### src/rtl/mem_wb_pipe.sv
// MEM->WB pipeline register: carries GPR, HI/LO and LLbit writes to write-back,
// with stall/bubble/flush control and a retired-instruction counter.
module mem_wb_pipe #(
  parameter int DATA_W  = 32,
  parameter int ADDR_W  = 5,
  parameter int STALL_W = 6,
  parameter int MEM_IDX = 4,
  parameter int WB_IDX  = 5,
  parameter int CNT_W   = 32
) (
  input  logic               clk,
  input  logic               rst,
  input  logic [STALL_W-1:0] stall,
  input  logic               flush,
  input  logic               mem_valid,
  input  logic [ADDR_W-1:0]  mem_wd,
  input  logic               mem_wreg,
  input  logic [DATA_W-1:0]  mem_wdata,
  input  logic               mem_whilo,
  input  logic [DATA_W-1:0]  mem_hi,
  input  logic [DATA_W-1:0]  mem_lo,
  input  logic               mem_llbit_we,
  input  logic               mem_llbit_value,
  output logic               wb_valid,
  output logic [ADDR_W-1:0]  wb_wd,
  output logic               wb_wreg,
  output logic [DATA_W-1:0]  wb_wdata,
  output logic               wb_whilo,
  output logic [DATA_W-1:0]  wb_hi,
  output logic [DATA_W-1:0]  wb_lo,
  output logic               wb_llbit_we,
  output logic               wb_llbit_value,
  output logic [CNT_W-1:0]   retire_cnt
);

  logic              valid_q, valid_d;
  logic [ADDR_W-1:0] wd_q, wd_d;
  logic              wreg_q, wreg_d;
  logic [DATA_W-1:0] wdata_q, wdata_d;
  logic              whilo_q, whilo_d;
  logic [DATA_W-1:0] hi_q, hi_d;
  logic [DATA_W-1:0] lo_q, lo_d;
  logic              llbit_we_q, llbit_we_d;
  logic              llbit_value_q, llbit_value_d;
  logic [CNT_W-1:0]  cnt_q, cnt_d;

  logic advance;
  logic bubble;
  logic stall_unused;

  // WB stalled with MEM running is illegal; it falls through to advance.
  assign advance      = !stall[MEM_IDX];
  assign bubble       = stall[MEM_IDX] && !stall[WB_IDX];
  assign stall_unused = ^stall;

  always_comb begin
    valid_d       = valid_q;
    wd_d          = wd_q;
    wreg_d        = wreg_q;
    wdata_d       = wdata_q;
    whilo_d       = whilo_q;
    hi_d          = hi_q;
    lo_d          = lo_q;
    llbit_we_d    = llbit_we_q;
    llbit_value_d = llbit_value_q;
    cnt_d         = cnt_q;
    if (flush || bubble) begin
      valid_d       = 1'b0;
      wd_d          = '0;
      wreg_d        = 1'b0;
      wdata_d       = '0;
      whilo_d       = 1'b0;
      hi_d          = '0;
      lo_d          = '0;
      llbit_we_d    = 1'b0;
      llbit_value_d = 1'b0;
    end else if (advance) begin
      valid_d       = mem_valid;
      wd_d          = mem_wd;
      wreg_d        = mem_wreg;
      wdata_d       = mem_wdata;
      whilo_d       = mem_whilo;
      hi_d          = mem_hi;
      lo_d          = mem_lo;
      llbit_we_d    = mem_llbit_we;
      llbit_value_d = mem_llbit_value;
      if (mem_valid) begin
        cnt_d = cnt_q + CNT_W'(1);
      end
    end
  end

  always_ff @(posedge clk) begin
    if (rst) begin
      valid_q       <= 1'b0;
      wd_q          <= '0;
      wreg_q        <= 1'b0;
      wdata_q       <= '0;
      whilo_q       <= 1'b0;
      hi_q          <= '0;
      lo_q          <= '0;
      llbit_we_q    <= 1'b0;
      llbit_value_q <= 1'b0;
      cnt_q         <= '0;
    end else begin
      valid_q       <= valid_d;
      wd_q          <= wd_d;
      wreg_q        <= wreg_d;
      wdata_q       <= wdata_d;
      whilo_q       <= whilo_d;
      hi_q          <= hi_d;
      lo_q          <= lo_d;
      llbit_we_q    <= llbit_we_d;
      llbit_value_q <= llbit_value_d;
      cnt_q         <= cnt_d;
    end
  end

  assign wb_valid       = valid_q;
  assign wb_wd          = wd_q;
  assign wb_wreg        = wreg_q;
  assign wb_wdata       = wdata_q;
  assign wb_whilo       = whilo_q;
  assign wb_hi          = hi_q;
  assign wb_lo          = lo_q;
  assign wb_llbit_we    = llbit_we_q;
  assign wb_llbit_value = llbit_value_q;
  assign retire_cnt     = cnt_q;

endmodule

### config.mk
export PLATFORM = sky130hd
export DESIGN_NAME = mem_wb_pipe
export DESIGN_NICKNAME = d
export VERILOG_FILES = /design/src/rtl/mem_wb_pipe.sv
export SDC_FILE = /design/constraint.sdc
export NUM_CORES = 1
export LEC_CHECK = 0
export BUFFER_PORTS_ARGS = -buffer_cell sky130_fd_sc_hd__buf_2
export CAP_MARGIN = 15
export CORE_MARGIN = 4
export CORE_UTILIZATION = 49
export CTS_CLUSTER_SIZE = 8
export DETAILED_ROUTE_END_ITERATION = 16
export GPL_ROUTABILITY_DRIVEN = 1
export PLACE_DENSITY = 0.85
export SLEW_MARGIN = 20
export SYNTH_ARGS = -nofsm -noshare
export SYNTH_HDL_FRONTEND = slang
export SYNTH_SLANG_ARGS = --single-unit
### constraint.sdc
create_clock -name clk -period 4 [get_ports clk]
set_input_delay 0 -clock clk [delete_from_list [all_inputs] [get_ports clk]]
set_output_delay 0 -clock clk [all_outputs]
set_load 0.005 [all_outputs]
======== After elaboration in Yosys (flattened, before gate mapping) ========
Cells that the tools add are included.
W data, S select, Z words.
operators by class
  bitwise gates (word level) .............. 2
  reduce and logical (&&, ||, !) cells .... 5
  $add $sub $neg .......................... 1
operators with widths
  operator                 number
  $add A32 B1 Y32 const B  1
  $reduce_and A3 Y1        1
  $not A1 Y1               2
  $reduce_or A2 Y1         1
  $logic_and A1 B1 Y1      1
  $logic_not A1 Y1         1
  $logic_or A1 B1 Y1       1
word-level totals
  input bits .............................. 115
  output and inout port bits .............. 138
  flip-flop bits (word level) ............. 138
  word-level logic and storage cells ...... 18

======== Longest topological paths before layout ========
Gate-level depths: netlist of run 1.
  word-level depth ........................ 5
  gate-level depth with buffers ........... 7
  mapped depth without buffers ............ 5

======== Worst setup path after synthesis of run 1 ========
Ideal clock, no wire load.
  path kind ............................... register -> register
  start point ............................. register cnt_q[0] (netlist: retire_cnt[0])
  end point ............................... register cnt_q[24] (netlist: retire_cnt[24])
  setup time .............................. 0.070 ns
  cell stages (with the launch flop) ...... 8
  clock period less this slack ............ 2.017 ns
  arrival time ............................ 1.947 ns
  path buffers ............................ 2
  slack ................................... 1.983 ns
  data required time ...................... 3.930 ns
  cell sequence ........................... dfxtp_1 ha_1 nand4_1 or4_1 buf_2 buf_6 or3_1 a21oi_1
between the ends
  word-level cells in the longest chain between the ends .. 1
RTL lines
  item                      line  source
  start: declaration        45    logic [CNT_W-1:0] cnt_q, cnt_d;
  start signal: assignment  115   cnt_q <= cnt_d;
  $add A32 B1 Y32           88    cnt_d = cnt_q + CNT_W'(1);
Every way passes these cells.
A chain may end at the register's enable or synchronous reset.

======== Worst setup path after layout of run 1 ========
  start point ............................. register cnt_q[0] (netlist: retire_cnt[0])
  end point ............................... register cnt_q[28] (netlist: retire_cnt[28])
Same word-level chain as after synthesis.

==> summary.md, run 1 <==
| Metric | Value |
|---|---|
| Status | complete, no violations |
| Power Total | 3.20 mW |
| Clk Latency, worst-skew pair | 520 ps |
| CTS buffer count | 17 |
| Via count | 5527 |
| Syn avg cell area | 9.89 um^2 |
| Worst Setup SP | retire_cnt[0] |
| Vias in the first global route | 6019 |
| Final ANT Viol Nets | 0 |
| Post-synthesis cell type count | 29 |
| Post-synth top area share | 53.2% |
| Crit-path max cell delay | 800 ps |
| First-pass iteration count of the detailed router | 8 |
| Reg2reg start | retire_cnt[0] |
| Commonest cells post-synth | dfxtp_1, nor2_1, mux2i_1 |
| Initial antenna violation count | 0 |
| I/O pins | 253 |
| MaxCap Viol Count | 0 |
| Register area share after synthesis | 53.2% |
| Vias per cell | 5.34 |
| CTS tree | done |
| Net count, final | 1002 |
| Worst Max-Slew Pin Slew | 1110 ps |
| Top cells by area, synth | dfxtp_1, mux2i_1, nor2_1, a21oi_1, or4_1 |
| Total grt overflow | 0 |
| Syn Inst Count | 525 |
| Count of pins over their slew limit | 0 |
| Core area | 10300 um^2 |
| Critical-path top delay cell | or4_1 |
| CP top delay family | simple AND/OR/NAND/NOR gates |
| Pin count of the biggest net entering global routing | 71 |
| Routability cong. | 0.857 |
| Hold Startpoint | stall[4] |
| Worst Setup End Kind | register |
| Share of cells above drive strength 1 | 31.1% |
| Post-synth top area cell | dfxtp_1 |
| Critical Path, Cell by Cell | ha_1 > nand4_1 > or4_1 > or4_1 > a21oi_1 |
| Layout area overhead | 59.6% |
| Dpl hpwl | 9.88 mm |
| Int Pwr | 2.45 mW |
| Post-Syn Area | 5190 um^2 |
| Post-Route Setup TNS | 0 ps |
| Starting density of the core | 50.3% |
| Final min period | 2460 ps |
| Clock Power Share | 44.7% |
| Number of instances in the placed design | 878 |
| Leak pwr | 3.98 nW |
| Post-cts sizing count | 0 |
| Crit path max fanout | 18 |
| Die height | 111 um |
| RSZ-0062 raised after global routing | false |
| First-pass GRT wire length | 30.9 mm |
| Most common cell in the netlist | dfxtp_1 |
| Initial DRC count | 331 |
| Worst setup SP type | register |
| Most frequent cell on the critical path | or4_1 |
| Worst EP required | 4440 ps |
| Worst path bufs/invs | 0 |
| Routed WL | 19.2 mm |
| WHS Path Cells | 3 |
| # clock sinks | 138 |
| Post-synth EDFFs | 0 |
| #FFs+latches synth | 138 |
| Fraction of registers with async set/reset | 0% |
| # diodes | 0 |
| Gate power share | 10.8% |
| Hold crit path type | in -> reg |
| WL per Instance | 18.6 um |
| Switching Share | 23.4% |
| Max Fclk | 0.407 GHz |
| Final Hold Fails | 0 |
| DIE AREA | 12300 um^2 |
| Syn nets | 641 |
| Crit Path Class | reg -> reg |
| Root Buffer | clkbuf_8 |
| Peak VDD IR | 0.304 mV |
| Most used DFF post-synth | dfxtp_1 |
| Number of port buffers | 248 |
| Final setup viols | 0 |
| Total global-route track usage | 31.3% |
| CP arrival | 2900 ps |
| Fin crit share | 61.4% |
| Clock Path Buffers | 2 |
| Worst Clk Skew | 3.92 ps |
| Final core utilization | 80.2% |
| DRC viols | 0 |
| Slew margin rel. | 26.0% |
| Clock-pin slew on the worst setup and hold paths | 60 ps |
| Levels on crit path | 5 |
| Die width | 111 um |
| Yosys warning total | 0 |
| Fraction of power consumed by sequential logic | 44.6% |
| Non-Filler Instances | 1035 |
| Sw Pwr | 747 uW |
| H-Tree Depth | 4 |
| Site Rows | 37 |
| Cell Pwr Density | 386 nW/um^2 |
| R2r worst-path depth | 5 |
layout by cell type, fill, tap and decap left out, types with 2 or more instances in the layout:
master | netlist | final
xor2_1 | 2 | 2
clkbuf_16 | 0 | 16
nor4_1 | 5 | 5
nand4_1 | 8 | 8
nor3_1 | 2 | 2
nor2_1 | 118 | 118
nand3_1 | 9 | 9
or3_1 | 11 | 11
clkbuf_8 | 0 | 3
nand2_1 | 13 | 13
nand4b_1 | 2 | 2
o21ai_1 | 3 | 2
mux2i_1 | 106 | 106
o21ai_0 | 9 | 9
dlygate4sd3_1 | 0 | 125
buf_4 | 0 | 3
clkbuf_1 | 16 | 4
clkinv_2 | 0 | 7
inv_1 | 6 | 6
xnor2_1 | 8 | 8
o31ai_1 | 9 | 9
buf_2 | 3 | 247
or4_1 | 11 | 11
and4_1 | 4 | 4
dfxtp_1 | 138 | 138
a21oi_1 | 21 | 21
power groups by stage:
stage | Sequential, mW | Combinational, mW | Clock (mW)
final | 1.43 | 0.345 | 1.43
after global routing | 1.43 | 0.367 | 1.51
after CTS | 1.42 | 0.323 | 1.42
after detailed placement | 1.45 | 0.223 | 0
after global placement | 1.45 | 0.215 | 0
after floorplan | 1.45 | 0.116 | 0
metal layers:
metal | part of all wire (%) | vias up | GRT usage (%)
li1 | - | 2552 | -
met1 | 35 | 2577 | 31.1
met2 | 51 | 300 | 56.0
met3 | 7.2 | 98 | 8.90
met4 | 6.5 | 0 | 21.5
met5 | 0 | - | 0
final timing paths:
kind | to | slack (ps)
setup reg to reg | retire_cnt[28] | 1540
hold / removal | wb_wdata[24] | 1
hold reg to reg | wb_lo[17] | 500
setup / recovery | retire_cnt[28] | 1540
layout make-up:
class / instances / area (um^2)
well taps: 136 / 170
clock buffers: 23 / 457
clock inverters: 9 / 72.6
repair buffers: 376 / 2520
inverters: 6 / 22.5
fillers: 562 / 2040
multi-input cells: 347 / 2280
flip-flops and latches: 138 / 2760
flip-flops by register name (all words and copies together), names as in the netlist, 5 cells and up:
| register | count |
|---|---|
| retire_cnt | 32 |
| wb_hi | 32 |
| wb_lo | 32 |
| wb_wd | 5 |
| wb_wdata | 32 |
logic make-up (layout without fill, tap and decap cells):
family                     after synthesis  after routing  share of synthesized area, %
AOI/OAI and AO/OA                       42             42                          4.48
xor gates and xnor gates                10             10                          1.69
adders and majority gates                1              1                         0.241
buffers and inverters                   40            414                          3.11
DFF                                    138            138                          53.2
muxes                                  107            107                          20.7
and+or+nand+nor                        187            187                          16.6
worst min-delay path, stage by stage:
cell and delay, ps:
buf_6 210, mux2i_1 170, nor2_1 90
through the flow:
step                      area, um^2  setup slack [ps]  hold slack [ps]
after floorplan                 5190              1980              144
after global placement          6500              1690              229
after detailed placement        6500              1620              236
after CTS                       8280              1600            0.284
after global routing            8280              1430             27.4
final                           8280              1540             1.20
repair_timing:
| action | CTS | global route |
|---|---|---|
| hold buffers | 125 | 0 |
| endpoints found under the hold margin | 135 | 0 |
| buffers inserted | 0 | 0 |
Power figures use the tool's default switching activity.
==> inputs of run 2 (changes only) <==
--- a/config.mk
+++ b/config.mk
@@ -8,11 +8,11 @@
 export BUFFER_PORTS_ARGS = -buffer_cell sky130_fd_sc_hd__buf_2
 export CAP_MARGIN = 15
 export CORE_MARGIN = 4
-export CORE_UTILIZATION = 49
+export CORE_UTILIZATION = 46
 export CTS_CLUSTER_SIZE = 8
 export DETAILED_ROUTE_END_ITERATION = 16
 export GPL_ROUTABILITY_DRIVEN = 1
-export PLACE_DENSITY = 0.85
+export PLACE_DENSITY = 0.81
 export SLEW_MARGIN = 20
 export SYNTH_ARGS = -nofsm -noshare
 export SYNTH_HDL_FRONTEND = slang
==> constraint.sdc (replaced) <==
create_clock -name clk -period 2.5 [get_ports clk]
set_input_delay 0 -clock clk [delete_from_list [all_inputs] [get_ports clk]]
set_output_delay 0 -clock clk [all_outputs]
set_load 0.005 [all_outputs]
==> run 2 against run 1 <==
Register-to-register slack lost 1300 ps; sequential share of layout area fell by 0.32 points; via count barely moved; sequential cell count stayed put; die area up 6.0%; design area grew 0.97%; non-clock buffer count up 2; hold slack improved by 20 ps; routed wire length hardly changed; critical path depth unchanged; final cell count grew 0.58%.
==> summary.md, run 2 (synthesis results as in run 1) <==
| Metric | Value |
|---|---|
| Status | complete, no violations |
| Crit Path Class | reg -> reg |
| Via count | 5529 (+0.036%) |
| Worst setup SP type | register |
| Hold crit path type | in -> reg |
| Root Buffer | clkbuf_16 |
| Count of pins over their slew limit | 0 (unchanged) |
| Clock Path Buffers | 2 (unchanged) |
| Worst Max-Slew Pin Slew | 940 ps (-170 ps) |
| R2r endpoint | retire_cnt[26] |
| Worst path bufs/invs | 0 (unchanged) |
| Crit-path max cell delay | 780 ps (-20 ps) |
| R2r worst-path depth | 5 (unchanged) |
| CTS buffer count | 17 (unchanged) |
| First-pass iteration count of the detailed router | 7 (-1) |
| Initial antenna violation count | 0 (unchanged) |
| Placed cell area | 6560 um^2 (+0.85%) |
| Worst EP required | 2840 ps (-1600 ps) |
| Peak VDD IR | 0.615 mV (+100%) |
| Clock-pin slew on the worst setup and hold paths | 60 ps (about the same) |
| Reg2reg start | retire_cnt[1] |
| Pin count of the biggest net entering global routing | 68 (-4.2%) |
| R2R setup slack | 220 ps (-1330 ps) |
| Setup Buffers After CTS | 0 (unchanged) |
| H-Tree Depth | 4 (unchanged) |
| Post-Route Setup TNS | 0 ps (unchanged) |
| Non-Filler Instances | 1041 (+0.58%) |
| Critical-path top delay cell | or4_1 |
| Critical Path, Cell by Cell | ha_1 > nand4_1 > or4_1 > or4_1 > a21oi_1 |
| Final ANT Viol Nets | 0 (unchanged) |
| Share of cells above drive strength 1 | 32.0% (+0.82 points) |
| First-pass GRT wire length | 29.6 mm (-4.2%) |
| Worst Clk Skew | 6.79 ps (+2.88 ps) |
| DIE AREA | 13000 um^2 (+6.0%) |
| Die width | 114 um (+3.0%) |
| Vias per cell | 5.31 (-0.54%) |
| Worst Setup SP | retire_cnt[1] |
| Filler cell count | 639 (+14%) |
| CP endpoint | retire_cnt[26] |
| Final Hold Fails | 0 (unchanged) |
| Die height | 114 um (+3.0%) |
| Levels on crit path | 5 (unchanged) |
| Leak pwr | 4.06 nW (+2.1%) |
| # diodes | 0 (unchanged) |
| Most frequent cell on the critical path | or4_1 |
| Worst Setup End Kind | register |
| Final setup viols | 0 (unchanged) |
| Site Rows | 38 (+2.7%) |
| I/O pins | 253 (unchanged) |
| Number of instances in the placed design | 887 (+1.0%) |
| Fin crit share | 91.3% (+30 points) |
| Slew margin rel. | 37.4% (+11 points) |
| Starting density of the core | 47.5% (-2.8 points) |
| WL per Instance | 18.4 um (-0.67%) |
| Number of port buffers | 248 (unchanged) |
| Vias in the first global route | 5878 (-2.3%) |
| Max Fclk | 0.438 GHz (+7.6%) |
| CP arrival | 2620 ps (-280 ps) |
| Dpl hpwl | 10.2 mm (+3.0%) |
| CP top delay family | simple AND/OR/NAND/NOR gates |
| Finished layout cell area | 8360 um^2 (+0.97%) |
| Crit path max fanout | 18 (unchanged) |
| Net count, final | 1004 (+0.20%) |
| RSZ-0062 raised after global routing | false |
| Most frequent cells in the layout | buf_2, dfxtp_1, dlygate4sd3_1 |
| Routability cong. | 0.847 (-1.2%) |
| Initial DRC count | 415 (+25%) |
| # clock sinks | 138 (unchanged) |
| MaxCap Viol Count | 0 (unchanged) |
| DRC viols | 0 (unchanged) |
| Total global-route track usage | 29.1% (-2.2 points) |
| Routed WL | 19.2 mm (about the same) |
| Core area | 10900 um^2 (+5.9%) |
| Commonest non-fill, non-tap cell in the layout | buf_2 |
| Total grt overflow | 0 (unchanged) |
| CTS tree | done |
| Layout area overhead | 61.1% |
| Cell Pwr Density | 631 nW/um^2 (+64%) |
| Final min period | 2280 ps (-173 ps) |
| Clk Latency, worst-skew pair | 410 ps (-110 ps) |
run 2: changes by cell type in the layout (fill, tap and decap cells not counted), sizes merged:
cell	change
buf	+5
bufinv	+1
clkbuf	-3
clkinv	-1
clkinvlp	+3
dlygate4sd3	-3
run 2: worst min path at each step:
stage                     slack, ps       endpoint  cells past startpoint  startpoint
final                            20  retire_cnt[0]                      4       flush
after global routing             50  retire_cnt[0]                      4       flush
after CTS                         6  retire_cnt[0]                      4       flush
after detailed placement        240      wb_lo[21]                      3  mem_lo[21]
after global placement          230      wb_lo[24]                      3  mem_lo[24]
after floorplan                 140       wb_hi[0]                      2   mem_hi[0]
run 2: metrics by stage:
step	utilization, %	total power [mW]	hold WS, ps	worst slack (ps)
after floorplan	-	2.51	144	483
after detailed placement	60.0	2.68	236	226
after global routing	76.5	5.44	46.2	51.0
after global placement	60.0	2.67	228	298
after CTS	76.4	5.25	6.15	219
final	76.5	5.28	20.8	217
run 2: layout make-up:
type | instances | area, um^2 | area share [%]
multi-input combinational | 347 | 2280 | 27.2
tap | 140 | 175 | 2.09
timing repair buffer | 378 | 2540 | 30.4
sequential | 138 | 2760 | 33.0
clock buffer | 20 | 457 | 5.46
inverter | 6 | 22.5 | 0.269
clock inverter | 12 | 124 | 1.48
run 2: power breakdown:
part           switching [mW]  internal, mW
clock                   0.946          1.51
sequential             0.0300          2.25
combinational           0.238         0.306
total                    1.21          4.07
run 2: worst reg2reg max path, delay by kind of cell (launching register included):
kind / cells / cell delay, ps
and+or+nand+nor: 3 / 1410
DFF: 1 / 430
adders and majority gates: 1 / 230
AOI/OAI and AO/OA: 1 / 150
run 2: layer usage:
layer / global-route usage [%] / up-vias / share of wire (%)
li1: - / 2546 / -
met1: 29.3 / 2565 / 36
met2: 51.7 / 318 / 51
met3: 8.83 / 100 / 7.5
met4: 18.8 / 0 / 5.9
met5: 0 / - / 0
run 2: repair_timing:
item | in CTS | in global routing
hold buffers | 122 | 0
setup endpoints to repair | 0 | 1
endpoints found under the hold margin | 108 | 0
gates resized for setup | 0 | 1
==> inputs of run 3 (changes only) <==
--- a/config.mk
+++ b/config.mk
@@ -8,11 +8,11 @@
 export BUFFER_PORTS_ARGS = -buffer_cell sky130_fd_sc_hd__buf_2
 export CAP_MARGIN = 15
 export CORE_MARGIN = 4
-export CORE_UTILIZATION = 46
+export CORE_UTILIZATION = 44
 export CTS_CLUSTER_SIZE = 8
 export DETAILED_ROUTE_END_ITERATION = 16
 export GPL_ROUTABILITY_DRIVEN = 1
-export PLACE_DENSITY = 0.81
+export PLACE_DENSITY = 0.78
 export SLEW_MARGIN = 20
 export SYNTH_ARGS = -nofsm -noshare
 export SYNTH_HDL_FRONTEND = slang
==> run 3 against run 2 <==
Combinational power decreased by 4.2%; utilization fell by 4.8 points; clock power about the same; setup slack worse by 58 ps; via count down 5.1%; design area is 1.8% lower; total power fell by 0.73%; fmax decreased by 2.5%; sequential cell count is the same; register-to-register slack got worse by 60 ps; first-iteration DRC count decreased by 15%; critical path type unchanged.
==> summary.md, run 3 (synthesis results as in run 1) <==
| Metric | Value |
|---|---|
| Site Rows | 39 (+2.6%) |
| Leak pwr | 3.97 nW (-2.3%) |
| First-pass GRT wire length | 26.8 mm (-9.6%) |
| Crit Path Class | reg -> reg |
| Starting density of the core | 45.3% (-2.2 points) |
| Power Total | 5.24 mW (-0.73%) |
| Critical Path, Cell by Cell | ha_1 > nand4_1 > or4_1 > or4_1 > a21oi_1 |
| I/O pins | 253 (unchanged) |
| Die width | 117 um (+2.1%) |
| Status | complete, no violations |
| Vias in the first global route | 5490 (-6.6%) |
| Total global-route track usage | 25.3% (-3.7 points) |
| Final setup viols | 0 (unchanged) |
| Max Fclk | 0.427 GHz (-2.5%) |
| Crit-path max cell delay | 780 ps (about the same) |
| Post-Route Setup TNS | 0 ps (unchanged) |
| RSZ-0062 raised after global routing | false |
| Reg2reg start | retire_cnt[1] |
| Share of cells above drive strength 1 | 31.7% (-0.22 points) |
| Cell Pwr Density | 638 nW/um^2 (+1.0%) |
| Critical-path top delay cell | or4_1 |
| Die height | 117 um (+2.1%) |
| Pin count of the biggest net entering global routing | 57 (-16%) |
| Total grt overflow | 0 (unchanged) |
| Final Hold Fails | 0 (unchanged) |
| Root Buffer | clkbuf_16 |
| Commonest non-fill, non-tap cell in the layout | buf_2 |
| Count of pins over their slew limit | 0 (unchanged) |
| Clock Path Buffers | 2 (unchanged) |
| WHS Endpoint | retire_cnt[0] |
| CTS buffer count | 17 (unchanged) |
| Core area | 11500 um^2 (+4.9%) |
| Most frequent cells in the layout | buf_2, dfxtp_1, nor2_1 |
| Clk Latency, worst-skew pair | 410 ps (about the same) |
| First-pass iteration count of the detailed router | 5 (-2) |
| Net count, final | 989 (-1.5%) |
| Clock-pin slew on the worst setup and hold paths | 50 ps (about the same) |
| Routed WL | 17.4 mm (-9.2%) |
| Final min period | 2340 ps (+58.1 ps) |
| H-Tree Depth | 4 (unchanged) |
| CTS tree | done |
| Initial antenna violation count | 0 (unchanged) |
| Crit path max fanout | 18 (unchanged) |
| Slew margin rel. | 38.3% (+0.98 points) |
| Worst Clk Skew | 6.53 ps (-0.260 ps) |
| Setup Buffers After CTS | 0 (unchanged) |
| Vias per cell | 5.12 (-3.7%) |
| DRC viols | 0 (unchanged) |
| R2r worst-path depth | 5 (unchanged) |
| # diodes | 0 (unchanged) |
| R2R setup slack | 160 ps (-60 ps) |
| MaxCap Viol Count | 0 (unchanged) |
| Dpl hpwl | 10.2 mm (+0.48%) |
| Hold crit path type | in -> reg |
| Worst Max-Slew Pin Slew | 925 ps (-14.7 ps) |
| DIE AREA | 13600 um^2 (+4.2%) |
| # clock sinks | 138 (unchanged) |
| Most frequent cell on the critical path | or4_1 |
| Initial DRC count | 353 (-15%) |
| Worst Setup End Kind | register |
| Via count | 5245 (-5.1%) |
| Number of port buffers | 248 (unchanged) |
| Routability cong. | 0.798 (-5.8%) |
| Final ANT Viol Nets | 0 (unchanged) |
| Worst EP required | 2830 ps (about the same) |
| WHS Path Cells | 4 (unchanged) |
| Fin crit share | 93.6% (+2.3 points) |
| Hold Startpoint | flush |
| Peak VDD IR | 0.526 mV (-15%) |
| Worst setup SP type | register |
| R2r endpoint | retire_cnt[26] |
| Layout area overhead | 58.3% |
| CP arrival | 2670 ps (+50 ps) |
| WL per Instance | 17.0 um (-7.7%) |
| Filler cell count | 771 (+21%) |
-- run 3: changes by cell type in the layout (fill, tap and decap cells not counted), moves of 3 or more --
cell | before | now
clkbuf_1 | 1 | 4
clkbuf_8 | 2 | 5
clkinv_2 | 5 | 0
clkinvlp_4 | 4 | 0
dlygate4sd3_1 | 122 | 108
-- run 3: cell type report --
| class | count | area, um^2 | area share, % |
|---|---|---|---|
| sequential | 138 | 2760 | 33.6 |
| timing repair buffer | 363 | 2410 | 29.3 |
| multi-input combinational | 347 | 2280 | 27.7 |
| clock buffer | 26 | 509 | 6.20 |
| tap | 143 | 179 | 2.18 |
| clock inverter | 2 | 60.1 | 0.731 |
| inverter | 6 | 22.5 | 0.274 |
-- run 3: worst max-delay path: cells and delay by family, from the launching register on --
kind | cells | cell delay, ps
AOI/OAI and AO/OA | 1 | 160
adders and majority gates | 1 | 240
DFF | 1 | 440
and+or+nand+nor | 3 | 1420
-- run 3: worst max path at each step --
stage,start,endpoint,slack [ps]
floorplan,retire_cnt[0],retire_cnt[24],480
global placement,retire_cnt[1],retire_cnt[26],300
detailed placement,retire_cnt[1],retire_cnt[26],210
CTS,retire_cnt[1],retire_cnt[26],170
global route,retire_cnt[1],retire_cnt[26],30
finish,retire_cnt[1],retire_cnt[26],160
-- run 3: metal layers --
layer  track usage, %  vias to the layer above  share of wire (%)
met1             26.0                     2412                 37
li1                 -                     2506                  -
met4             15.5                        0                4.8
met5                0                        -                  0
met2             44.2                      253                 50
met3             8.76                       74                7.8
-- run 3: power breakdown --
group          switching [mW]  internal [mW]
logic                   0.221          0.301
clock network           0.862           1.58
registers              0.0288           2.25
total                    1.11           4.13
-- run 3: through the flow --
step	area, um^2	utilization [%]	instances	hold WS, ps	setup WS (ps)
2_1_floorplan	5190	-	525	144	483
3_3_place_gp	6570	57.3	889	229	300
3_5_place_dp	6570	57.3	889	238	206
4_1_cts	8220	71.7	1025	6.49	173
5_1_grt	8220	71.7	1025	71.9	28.0
6_report	8220	71.7	1025	35.1	159
-- run 3: repair_timing --
action	CTS	global route
endpoints found under the hold margin	108	0
hold buffers	108	0
gates resized for setup	0	0
